`config.mk`:
```
export PLATFORM = sky130hd
export DESIGN_NAME = fetch_stage
export DESIGN_NICKNAME = d
export VERILOG_FILES = /design/src/rtl/fetch_stage_pkg.sv /design/src/rtl/fetch_stage_pc_gen.sv /design/src/rtl/fetch_stage.sv
export SDC_FILE = /design/constraint.sdc
export NUM_CORES = 1
export LEC_CHECK = 0
export BUFFER_PORTS_ARGS = -buffer_cell sky130_fd_sc_hd__buf_2
export CORE_ASPECT_RATIO = 1.4
export CORE_UTILIZATION = 33
export DETAILED_ROUTE_END_ITERATION = 8
export PLACE_DENSITY = 0.76
export SYNTH_ARGS = -nofsm -noshare
export SYNTH_HDL_FRONTEND = slang
export SYNTH_SLANG_ARGS = --single-unit
export TNS_END_PERCENT = 20
```
`constraint.sdc`:
```
create_clock -name clk -period 2.73 [get_ports clk]
set_clock_uncertainty 0.2 [all_clocks]
set_input_delay 0.546 -clock clk [delete_from_list [all_inputs] [get_ports clk]]
set_output_delay 0.546 -clock clk [all_outputs]
set_load 0.03 [all_outputs]
```
`src/rtl/fetch_stage_pkg.sv`:
```
// Shared fetch-stage constants: NOP encoding, boot PC, BIOS region bit.
// Also holds the two-state fetch FSM encoding.
package fetch_stage_pkg;

  localparam logic [31:0] INST_NOP     = 32'h0000_0013;
  localparam logic [31:0] RESET_PC_DEF = 32'h4000_0000;
  localparam int          BIOS_BIT     = 30;

  typedef enum logic {
    ST_BOOT = 1'b0,
    ST_RUN  = 1'b1
  } fetch_state_e;

endpackage

```
`src/rtl/fetch_stage_pc_gen.sv`:
```
// Next-PC priority mux and the pc_q register for the fetch stage.
// Emits memory word addresses and the region bit of pc_next.
module fetch_pc_gen
  import fetch_stage_pkg::*;
#(
  parameter logic [31:0] RESET_PC = RESET_PC_DEF,
  parameter int          BIOS_AW  = 12,
  parameter int          IMEM_AW  = 14
) (
  input  logic               clk,
  input  logic               rst,
  input  logic               i_boot,
  input  logic               i_stall,
  input  logic               i_redirect_valid,
  input  logic [31:0]        i_redirect_pc,
  output logic [31:0]        o_pc_q,
  output logic [BIOS_AW-1:0] o_bios_addr,
  output logic [IMEM_AW-1:0] o_imem_addr,
  output logic               o_next_bios
);

  logic [31:0] r_pc_q;
  logic [31:0] w_pc_next;
  logic [31:0] w_redir_pc;

  assign w_redir_pc = i_redirect_pc & 32'hFFFF_FFFC;

  // Redirect beats stall; a stall simply re-reads the current PC.
  always_comb begin
    if (i_boot)
      w_pc_next = RESET_PC;
    else if (i_redirect_valid)
      w_pc_next = w_redir_pc;
    else if (i_stall)
      w_pc_next = r_pc_q;
    else
      w_pc_next = r_pc_q + 32'd4;
  end

  always_ff @(posedge clk or posedge rst) begin
    if (rst)
      r_pc_q <= RESET_PC;
    else
      r_pc_q <= w_pc_next;
  end

  assign o_pc_q      = r_pc_q;
  assign o_bios_addr = w_pc_next[BIOS_AW+1:2];
  assign o_imem_addr = w_pc_next[IMEM_AW+1:2];
  assign o_next_bios = w_pc_next[BIOS_BIT];

endmodule

```
`src/rtl/fetch_stage.sv`:
```
// Instruction fetch: boot FSM, BIOS/IMEM enables, data mux, wrong-path kill.
// Define FETCH_PERF_CNT_EN to add the fetch_cnt/flush_cnt counter ports.
module fetch_stage
  import fetch_stage_pkg::*;
#(
  parameter logic [31:0] RESET_PC = RESET_PC_DEF,
  parameter int          BIOS_AW  = 12,
  parameter int          IMEM_AW  = 14
) (
  input  logic               clk,
  input  logic               rst,
  input  logic               stall,
  input  logic               redirect_valid,
  input  logic [31:0]        redirect_pc,
  output logic               bios_en,
  output logic [BIOS_AW-1:0] bios_addr,
  input  logic [31:0]        bios_dout,
  output logic               imem_en,
  output logic [IMEM_AW-1:0] imem_addr,
  input  logic [31:0]        imem_dout,
  output logic [31:0]        id_inst,
  output logic [31:0]        id_pc,
  output logic               id_valid
`ifdef FETCH_PERF_CNT_EN
  ,
  output logic [31:0]        fetch_cnt,
  output logic [31:0]        flush_cnt
`endif
);

  fetch_state_e r_state;
  logic         w_boot;
  logic         w_run;
  logic         w_valid;
  logic         w_next_bios;
  logic [31:0]  w_pc_q;
  logic [31:0]  w_mem_data;

  always_ff @(posedge clk or posedge rst) begin
    if (rst)
      r_state <= ST_BOOT;
    else
      r_state <= ST_RUN;
  end

  assign w_boot = (r_state == ST_BOOT);
  assign w_run  = (r_state == ST_RUN);

  fetch_pc_gen #(
    .RESET_PC (RESET_PC),
    .BIOS_AW  (BIOS_AW),
    .IMEM_AW  (IMEM_AW)
  ) u_pc_gen (
    .clk              (clk),
    .rst              (rst),
    .i_boot           (w_boot),
    .i_stall          (stall),
    .i_redirect_valid (redirect_valid),
    .i_redirect_pc    (redirect_pc),
    .o_pc_q           (w_pc_q),
    .o_bios_addr      (bios_addr),
    .o_imem_addr      (imem_addr),
    .o_next_bios      (w_next_bios)
  );

  // Boot primes both memories; afterwards only the addressed region reads.
  assign bios_en = w_boot | w_next_bios;
  assign imem_en = w_boot | ~w_next_bios;

  assign w_mem_data = w_pc_q[BIOS_BIT] ? bios_dout : imem_dout;
  assign w_valid    = w_run & ~redirect_valid;

  assign id_valid = w_valid;
  assign id_inst  = w_valid ? w_mem_data : INST_NOP;
  assign id_pc    = w_pc_q;

`ifdef FETCH_PERF_CNT_EN
  always_ff @(posedge clk or posedge rst) begin
    if (rst) begin
      fetch_cnt <= 32'd0;
      flush_cnt <= 32'd0;
    end else begin
      if (w_valid & ~stall)
        fetch_cnt <= fetch_cnt + 32'd1;
      if (w_run & redirect_valid)
        flush_cnt <= flush_cnt + 32'd1;
    end
  end
`endif

endmodule

```
==> metrics.txt <==
CTS root buf=clkbuf_16; post-DR vias/cell=5.229; CP max FO=2; Clock transition at path regs=50 ps; failing checks=setup timing; Yosys cell types=51; first-pass GRT wire length=15750 um; CTS tree=done; Final period util=103.1%; # setup viols final=11; share of cells above drive strength 1=50.19%; cell area after synthesis=2760 um2; Die Ht=110.2 um; Starting Density=33.87%; Core Area=8149 um2; Critical Path RT=1980 ps; Final Hold Viols=0; CP Capture Type=primary output; Area Growth Syn to Fin=52.13%; Tot Pwr=1664 uW; worst skew pair latency=280 ps; CTS Buffer Depth=2; YS warnings=0; status=complete, but fails checks; post-route setup slack=-84.20 ps; pwr/cell area=396.2 nW/um2; GR Util All Layers=24.07%; H-tree depth=2; max-capacitance violation count=0; row count=39; final hold slack=160.8 ps; routed wire length=10800 um; fillcell total=796; WS Path Type=flip-flop to primary output; Final Util=51.53%; Post-Synthesis Cells=338; sequential element share of the synthesized area=28.15%; drt drc=0; PortBufs=188; fin crit period=2814 ps; # clock sinks=31; Layout Nets=626; WP data arrival=2070 ps; worst vdd ir=0.0002546 V; vias in the first global route=3083; Worst path slowest cell=or4b_4; Avg Cell Area, Syn=8.166 um2; RSZ-0062 raised after global routing=yes; Crit path buffers/inverters=2; Storage cell area=779.5 um2; pin count of the biggest net entering global routing=41; flops & latches, synth=31; DP HPWL=8627 um; Final ANT Viol Nets=0; via count=3315; total gr overflow=0; Die X-Extent=79.30 um; Crit path max-delay family=simple AND/OR/NAND/NOR gates; CP max stage delay=540 ps; cts bufs inserted=5; Cell Area, Placed=3889 um2; Max Slew Vio Count=0; Hold Path Class=primary input to async pin; Setup TNS=-519.9 ps; Final Cell Area=4199 um2; drt initial violations=183; die footprint=8739 um2; CP Cell Sequence=ha_4 -> nand4_1 -> nor4_2 -> buf_4 -> a311oi_2 -> or4b_4 -> buf_6; f_max=355.3 MHz; 1st-pass router iterations=4; wire length per cell=17.03 um; area of the multi-input gates=1748 um2; RePlAce Congestion=0.8899; initial antenna violation count=11; leakage power=0.002317 uW; CP startpoint kind=flip-flop; IO Count=193
-- per-stage QoR --
stage | cells | setup WS (ps)
floorplan | 339 | 1.581
global placement | 616 | -29.99
detailed placement | 616 | -70.06
CTS | 625 | -103.3
global route | 628 | -213.1
finish | 634 | -84.20
-- cells by family after synthesis --
group                      after synthesis  share of synthesized area [%]
AOI/OAI and AO/OA                       56                          14.37
and+or+nand+nor                        141                          28.20
adders and majority gates                1                         0.4532
xor gates and xnor gates                14                          4.443
muxes                                   33                          11.97
other                                    2                         0.2721
buffers and inverters                   60                          12.15
DFF                                     31                          28.15
-- cell usage after synthesis (all sizes together) --
master	instances	share of area (%)
a41o	1	0.36
a211o	1	0.32
nand4	14	3.9
a221o	1	0.36
a31oi	5	1.1
and2	2	0.45
nor2b	3	0.68
o31ai	3	0.82
and3	4	0.91
nor3	6	1.1
xnor2	11	3.5
o311a	2	0.73
o41ai	2	0.63
or2	2	0.45
o31a	2	0.68
a31o	1	0.32
nor2	36	4.9
a311oi	1	0.32
o211a	7	2.5
nor3b	1	0.27
o2111a	2	0.82
conb	2	0.27
or3	1	0.27
inv	4	0.54
o21ai	17	3.1
or4	3	0.82
mux2i	33	12
nand2	23	3.1
o211ai	2	0.54
a21oi	8	1.5
nand4b	4	1.3
and4b	2	0.73
nand3b	2	0.54
a211oi	1	0.27
dfstp	1	0.95
nor4	10	2.3
clkbuf	25	3.5
nand3	14	2.5
xor2	3	0.95
ha	1	0.45
or4b	3	1.1
buf	31	8.1
nand2b	7	1.6
and4	4	1.3
dfrtp	30	27
-- area by class of cell --
class                           instances  area share, %
Multi-Input combinational cell        248          41.63
Timing Repair Buffer                  235          32.78
Sequential cell                        31          18.56
Clock buffer                            7          3.159
Tap cell                              102          3.039
Inverter                                4         0.3576
Antenna cell                            6         0.3576
Clock inverter                          1         0.1192
-- per-layer routing --
metal	vias up	GRT usage, %	routed length [um]
met3	26	11.36	1254
met4	10	7.403	215
li1	1584	-	-
met2	162	45.32	5609
met1	1533	22.85	3654
met5	-	0	66
-- path summary, 6_finish.rpt --
check | slack [ps] | startpoint | depth (start not counted) | to
max | -80 | u_pc_gen.o_pc_q[3]$_DFF_PP0_ | 7 | imem_en
min | 160 | rst | 3 | u_pc_gen.o_pc_q[11]$_DFF_PP0_
max reg2reg | 330 | u_pc_gen.o_pc_q[3]$_DFF_PP0_ | 6 | u_pc_gen.o_pc_q[28]$_DFFE_PP0P_
min reg2reg | 390 | u_pc_gen.o_pc_q[31]$_DFFE_PP0P_ | 3 | u_pc_gen.o_pc_q[31]$_DFFE_PP0P_
max in group asynchronous | 1830 | rst | 3 | u_pc_gen.o_pc_q[30]$_DFF_PP1_
min in group clk | 320 | redirect_pc[31] | 3 | u_pc_gen.o_pc_q[31]$_DFFE_PP0P_
-- sequential cells by signal (all words and copies together) (netlist names) --
name,cells
u_pc_gen.o_pc_q,30
r_state,1
-- power breakdown --
group          internal, uW  switching (uW)
sequential              491            24.6
combinational           232             378
clock                   337             202
-- cell usage in the layout (no fill, tap or decap), types with 4 or more instances in the layout --
master / Yosys / layout
mux2i_1: 33 / 33
a31oi_1: 5 / 5
o211a_1: 7 / 7
buf_2: 2 / 179
buf_6: 0 / 6
nand3_1: 14 / 13
and3_1: 4 / 4
o21ai_0: 17 / 17
nand4b_1: 4 / 4
nor3_1: 6 / 6
nand2_1: 23 / 23
diode_2: 0 / 6
dfrtp_1: 30 / 28
nor4_1: 10 / 7
a21oi_1: 8 / 6
nand4_1: 12 / 12
xnor2_1: 11 / 9
clkbuf_16: 0 / 5
buf_4: 28 / 46
inv_1: 4 / 4
nor2_1: 36 / 36
nand2b_1: 7 / 7
-- tightest hold or removal path, stage by stage --
cell and delay [ps]:
buf_2 100, inv_1 40, buf_4 380
-- timing repair --
item                                    4_1_cts  5_1_grt
endpoints found under the hold margin         0        0
endpoints found under the setup margin        4       16
setup buffers                                 1        3
hold buffers                                  0        0
cloned                                        0        0
pin swaps                                     1        5
gates resized for setup                       7       28
No activity file was read; power rests on OpenSTA's default activity.
